**src/rtl/tvip_axi_sample_write_responder.sv**
```systemverilog
// AXI write-side sink: queues AW bursts, counts W beats per burst and returns one B per burst in AW order.
// Optional TVIP_AXI_SAMPLE_WRITE_RESPONDER_STROBE_CHECK_EN flags beats with an all-zero strobe as SLVERR.
module tvip_axi_sample_write_responder #(
  parameter int ID_WIDTH   = 4,
  parameter int DATA_WIDTH = 32,
  parameter int LEN_WIDTH  = 8,
  parameter int AW_DEPTH   = 4,
  parameter int B_DEPTH    = 4
) (
  input  logic                    i_clk,
  input  logic                    i_rst_n,
  input  logic                    i_awvalid,
  output logic                    o_awready,
  input  logic [ID_WIDTH-1:0]     i_awid,
  input  logic [LEN_WIDTH-1:0]    i_awlen,
  input  logic                    i_wvalid,
  output logic                    o_wready,
  input  logic [DATA_WIDTH-1:0]   i_wdata,
  input  logic [DATA_WIDTH/8-1:0] i_wstrb,
  input  logic                    i_wlast,
  output logic                    o_bvalid,
  input  logic                    i_bready,
  output logic [ID_WIDTH-1:0]     o_bid,
  output logic [1:0]              o_bresp,
  output logic                    o_busy
);

  localparam int AW_PW = $clog2(AW_DEPTH);
  localparam int B_PW  = $clog2(B_DEPTH);

  localparam logic [1:0] RESP_OKAY   = 2'b00;
  localparam logic [1:0] RESP_SLVERR = 2'b10;

  logic [ID_WIDTH-1:0]  aw_id_mem  [AW_DEPTH];
  logic [LEN_WIDTH-1:0] aw_len_mem [AW_DEPTH];
  logic [AW_PW:0]       aw_wr;
  logic [AW_PW:0]       aw_rd;
  logic                 aw_empty;
  logic                 aw_full;
  logic                 aw_push;

  logic [ID_WIDTH-1:0]  b_id_mem   [B_DEPTH];
  logic [1:0]           b_resp_mem [B_DEPTH];
  logic [B_PW:0]        b_wr;
  logic [B_PW:0]        b_rd;
  logic                 b_empty;
  logic                 b_full;
  logic                 b_pop;

  logic                 ready_en;
  logic [LEN_WIDTH-1:0] count;
  logic                 err_flag;
  logic [ID_WIDTH-1:0]  head_id;
  logic [LEN_WIDTH-1:0] head_len;
  logic                 w_fire;
  logic                 at_len;
  logic                 final_beat;
  logic                 strobe_err;
  logic [1:0]           resp;
  logic                 unused_inputs;

  assign aw_empty = (aw_wr == aw_rd);
  assign aw_full  = (aw_wr[AW_PW] != aw_rd[AW_PW]) && (aw_wr[AW_PW-1:0] == aw_rd[AW_PW-1:0]);
  assign b_empty  = (b_wr == b_rd);
  assign b_full   = (b_wr[B_PW] != b_rd[B_PW]) && (b_wr[B_PW-1:0] == b_rd[B_PW-1:0]);

  // ready_en keeps awready low in the cycle after reset
  assign o_awready = ready_en && !aw_full;
  assign o_wready  = !aw_empty && !b_full;
  assign aw_push   = i_awvalid && o_awready;

  assign head_id    = aw_id_mem[aw_rd[AW_PW-1:0]];
  assign head_len   = aw_len_mem[aw_rd[AW_PW-1:0]];
  assign w_fire     = i_wvalid && o_wready;
  assign at_len     = (count == head_len);
  assign final_beat = w_fire && (at_len || i_wlast);

`ifdef TVIP_AXI_SAMPLE_WRITE_RESPONDER_STROBE_CHECK_EN
  assign strobe_err    = (i_wstrb == '0);
  assign unused_inputs = ^i_wdata;
`else
  assign strobe_err    = 1'b0;
  assign unused_inputs = ^{i_wdata, i_wstrb};
`endif

  // early WLAST and missing WLAST both show up as wlast disagreeing with the length match
  assign resp = (err_flag || strobe_err || (i_wlast != at_len)) ? RESP_SLVERR : RESP_OKAY;

  assign b_pop    = o_bvalid && i_bready;
  assign o_bvalid = !b_empty;
  assign o_bid    = b_empty ? '0 : b_id_mem[b_rd[B_PW-1:0]];
  assign o_bresp  = b_empty ? '0 : b_resp_mem[b_rd[B_PW-1:0]];
  assign o_busy   = !aw_empty || !b_empty || (count != '0);

  always_ff @(posedge i_clk) begin
    if (!i_rst_n) begin
      ready_en <= 1'b0;
      aw_wr    <= '0;
      aw_rd    <= '0;
      b_wr     <= '0;
      b_rd     <= '0;
      count    <= '0;
      err_flag <= 1'b0;
    end else begin
      ready_en <= 1'b1;
      if (aw_push) begin
        aw_wr <= aw_wr + 1'b1;
      end
      if (final_beat) begin
        aw_rd    <= aw_rd + 1'b1;
        b_wr     <= b_wr + 1'b1;
        count    <= '0;
        err_flag <= 1'b0;
      end else if (w_fire) begin
        count    <= count + LEN_WIDTH'(1);
        err_flag <= err_flag || strobe_err;
      end
      if (b_pop) begin
        b_rd <= b_rd + 1'b1;
      end
    end
  end

  always_ff @(posedge i_clk) begin
    if (aw_push) begin
      aw_id_mem[aw_wr[AW_PW-1:0]]  <= i_awid;
      aw_len_mem[aw_wr[AW_PW-1:0]] <= i_awlen;
    end
    if (i_rst_n && final_beat) begin
      b_id_mem[b_wr[B_PW-1:0]]   <= head_id;
      b_resp_mem[b_wr[B_PW-1:0]] <= resp;
    end
  end

endmodule

```
**config.mk**
```make
export PLATFORM = sky130hd
export DESIGN_NAME = tvip_axi_sample_write_responder
export DESIGN_NICKNAME = d
export VERILOG_FILES = /design/src/rtl/tvip_axi_sample_write_responder.sv
export SDC_FILE = /design/constraint.sdc
export NUM_CORES = 1
export LEC_CHECK = 0
export ABC_AREA = 1
export BUFFER_PORTS_ARGS = -buffer_cell sky130_fd_sc_hd__buf_2
export CAP_MARGIN = 5
export CORE_ASPECT_RATIO = 1.25
export CORE_UTILIZATION = 39
export DETAILED_ROUTE_END_ITERATION = 16
export GPL_ROUTABILITY_DRIVEN = 0
export GPL_TIMING_DRIVEN = 1
export SYNTH_ARGS = -nofsm -noshare
export SYNTH_HDL_FRONTEND = slang
export SYNTH_SLANG_ARGS = --single-unit
```
**constraint.sdc**
```tcl
create_clock -name i_clk -period 2.5 [get_ports i_clk]
set_clock_uncertainty 0.15 [all_clocks]
set_input_delay 0.5 -clock i_clk [delete_from_list [all_inputs] [get_ports i_clk]]
set_output_delay 0.5 -clock i_clk [all_outputs]
set_load 0.05 [all_outputs]
```
==> summary.txt <==
Synthesis
  • Synthesized cell area: 0.004240 mm^2
  • Post-synthesis net count: 496
  • Synth top area share: 48.16%
  • Synth area leaders: edfxtp_1 48%, dfxtp_1 12%, nand2_1 9.9%
  • Largest area contributor in the netlist: edfxtp_1
  • Main synth FF type: edfxtp_1
  • Post-synth ARST share: 0%
  • Gate Count Post-Synth: 429
  • Number of enable flip-flop cells after synthesis: 68
  • YS warnings: 0
  • Synthesized area per cell: 9.884 um^2
  • Post-synth cell types: 32
  • Seq/Total Area, Yosys: 59.96%
  • Synthesized flop and latch total: 93

Global route
  • Largest net degree at the start of global routing: 22
  • Vias in the first global route: 2850
  • Global-route wire length before repair: 13590 um
  • Initial antenna violation count: 0
  • All-Layer GR Usage: 16.03%
  • GRT Residual Overflow: 0

Setup path
  • CP Launch Type: flip-flop
  • Critical Path Fanout Max: 10
  • Worst Setup Path Type: reg -> out
  • Critical path required time: 1.85 ns
  • Worst reg2reg path depth: 12
  • Arrival @ worst endpoint: 1.72 ns
  • Worst setup EP type: output pin

Timing
  • Fin crit period: 2.366 ns
  • Maximum clock frequency: 422.7 MHz
  • Setup TNS: 0 ns
  • Final period util: 94.63%
  • Fin. Hold Viols: 0
  • Slew Limit Fails: 0
  • Worst hold slack: 0.2170 ns
  • Setup violators final: 0

Detailed routing
  • Remaining antenna violation count: 0
  • DR iter-0 viols: 177
  • # DRC: 0
  • WL per Instance: 13.52 um
  • Via count: 2939
  • Drt total wl: 8196 um
  • Pre-antenna DRT Iters: 4
  • Post-DR vias/cell: 4.850

Clocking
  • CTS root buf: clkbuf_16
  • Clk Latency, worst-skew pair: 0.34 ns
  • Htree depth: 3
  • Clock sink count: 93
  • CTS tree: yes
  • Clock slew at reported path FFs: 0.06 ns
  • Longest Clk Path Bufs: 2
  • Post-CTS Setup Inserts: 0
  • CTS buffer count: 9

Floorplanning
  • Starting density of the core: 40.14%
  • Die area: 0.01130 mm^2
  • FP Rows: 42
  • Die X: 95.27 um
  • Height of the die: 118.6 um
  • Core Box Area: 0.01056 mm^2
  • IO Pins: 64

Flow run
  • Max cap viols: 0

Place
  • HPWL Detailed: 5717 um
  • Placement-stage cell area: 0.004589 mm^2
  • Buffers on Ports: 26

Cells and area
  • Commonest non-fill, non-tap cell in the layout: nand2_1
  • Cell area after layout: 0.004937 mm^2
  • Area growth syn-to-layout: 16.44%
  • Fraction of layout cells with a size suffix above 1: 16.88%
  • Nets: 536
  • # diodes: 0
  • Most frequent cells in the layout: 111 x nand2_1, 68 x edfxtp_1, 41 x inv_1

Power and ir drop
  • Pleak: 2.027 nW
  • Combinational fraction of design power: 13.9%
  • Clock share of power: 39.0%
  • Cell Int Power: 2.722 mW
  • NetSw: 969.8 uW
  • Sw Share: 26.27%
  • Max VDD drop: 0.3909 mV
  • Power Density: 747.8 mW/mm^2
  • Reg power frac: 47.1%

Status
  • Status: complete, no violations

Min path
  • Worst Hold Class: in -> reg
  • Hold Path Depth: 1
-- critical path: stages, from the launching register on --
cell and delay [ns]:
dfxtp_1 0.36, inv_2 0.10, nand2_1 0.06, nand2_1 0.13, nand3_2 0.25, inv_1 0.12
nand4_1 0.11, buf_2 0.24
-- area by class of cell --
class	instances	area, um^2
Multi-Input combinational cell	276	1471
Tap cell	132	165.2
Timing Repair Buffer	43	261.5
Sequential cell	93	2545
Inverter	46	180.2
Clock buffer	10	229.0
Fill cell	984	5625
Clock inverter	6	85.08
-- routing by layer --
metal	vias to the layer above	share of wire [%]	global-route usage [%]
met5	-	0	0
met4	0	2.4	7.765
met3	14	3.0	2.574
met2	49	51	27.10
met1	1355	44	19.43
li1	1521	-	-
-- per-stage QoR --
| stage | std cells | util [%] | setup slack [ns] | total power [mW] |
|---|---|---|---|---|
| finish | 606 | 46.74 | 0.1343 | 3.692 |
| CTS | 606 | 46.42 | 0.06528 | 3.725 |
| global route | 606 | 46.74 | -0.007919 | 3.843 |
| floorplan | 429 | - | 0.1558 | 2.143 |
| global placement | 590 | 43.45 | 0.09898 | 2.272 |
| detailed placement | 590 | 43.45 | 0.05940 | 2.284 |
-- registers in the layout, indices dropped and copies added (netlist names), named ones only --
name,count
aw_id_mem,16
b_id_mem,16
count,8
aw_len_mem,32
ready_en,1
b_rd,3
aw_wr,3
b_resp_mem,4
b_wr,3
aw_rd,3
-- power by group through the flow --
stage | clock (mW) | combinational [mW] | sequential (mW)
3_3_place_gp | 0 | 0.503 | 1.77
4_1_cts | 1.47 | 0.515 | 1.74
6_report | 1.44 | 0.513 | 1.74
2_1_floorplan | 0 | 0.391 | 1.75
3_5_place_dp | 0 | 0.513 | 1.77
5_1_grt | 1.53 | 0.570 | 1.74
-- cells in the mapped netlist (2+ instances only) --
library cell	number
clkbuf_1	5
o32ai_1	5
nand2_2	2
edfxtp_1	68
o22ai_1	4
buf_4	2
inv_2	3
buf_2	5
dfxtp_1	25
nor3_1	2
nand2_1	112
o21ai_0	18
nand3_1	40
ha_1	13
nand4_1	10
xor2_1	5
nor2_1	38
nand3_4	3
nand3_2	4
a21oi_1	12
inv_1	42
-- path summary, 6_finish.rpt --
| kind | startpoint | end | slack [ns] |
|---|---|---|---|
| max | b_wr[0] | o_busy | 0.13 |
| min | i_awlen[5] | aw_len_mem[2][5] | 0.22 |
| max reg2reg | flip-flop | b_id_mem[0][3] | 0.16 |
| min reg2reg | b_rd[2] | b_rd[2] | 0.34 |
-- kinds of logic (layout without fill, tap and decap cells) --
family | after synthesis | after routing | synth area share (%)
adders and majority gates | 13 | 13 | 3.836
xor gates and xnor gates | 5 | 5 | 1.033
AOI/OAI and AO/OA | 40 | 40 | 5.341
DFF | 93 | 93 | 59.96
other | 1 | 1 | 0.08844
and+or+nand+nor | 217 | 217 | 23.93
buffers and inverters | 60 | 105 | 5.813
-- timing repair --
action	in CTS	in global routing
hold buffers	0	0
endpoints found under the setup margin	0	38
endpoints found under the hold margin	0	0
resized for setup	0	10
No activity file was read; power rests on OpenSTA's default activity.
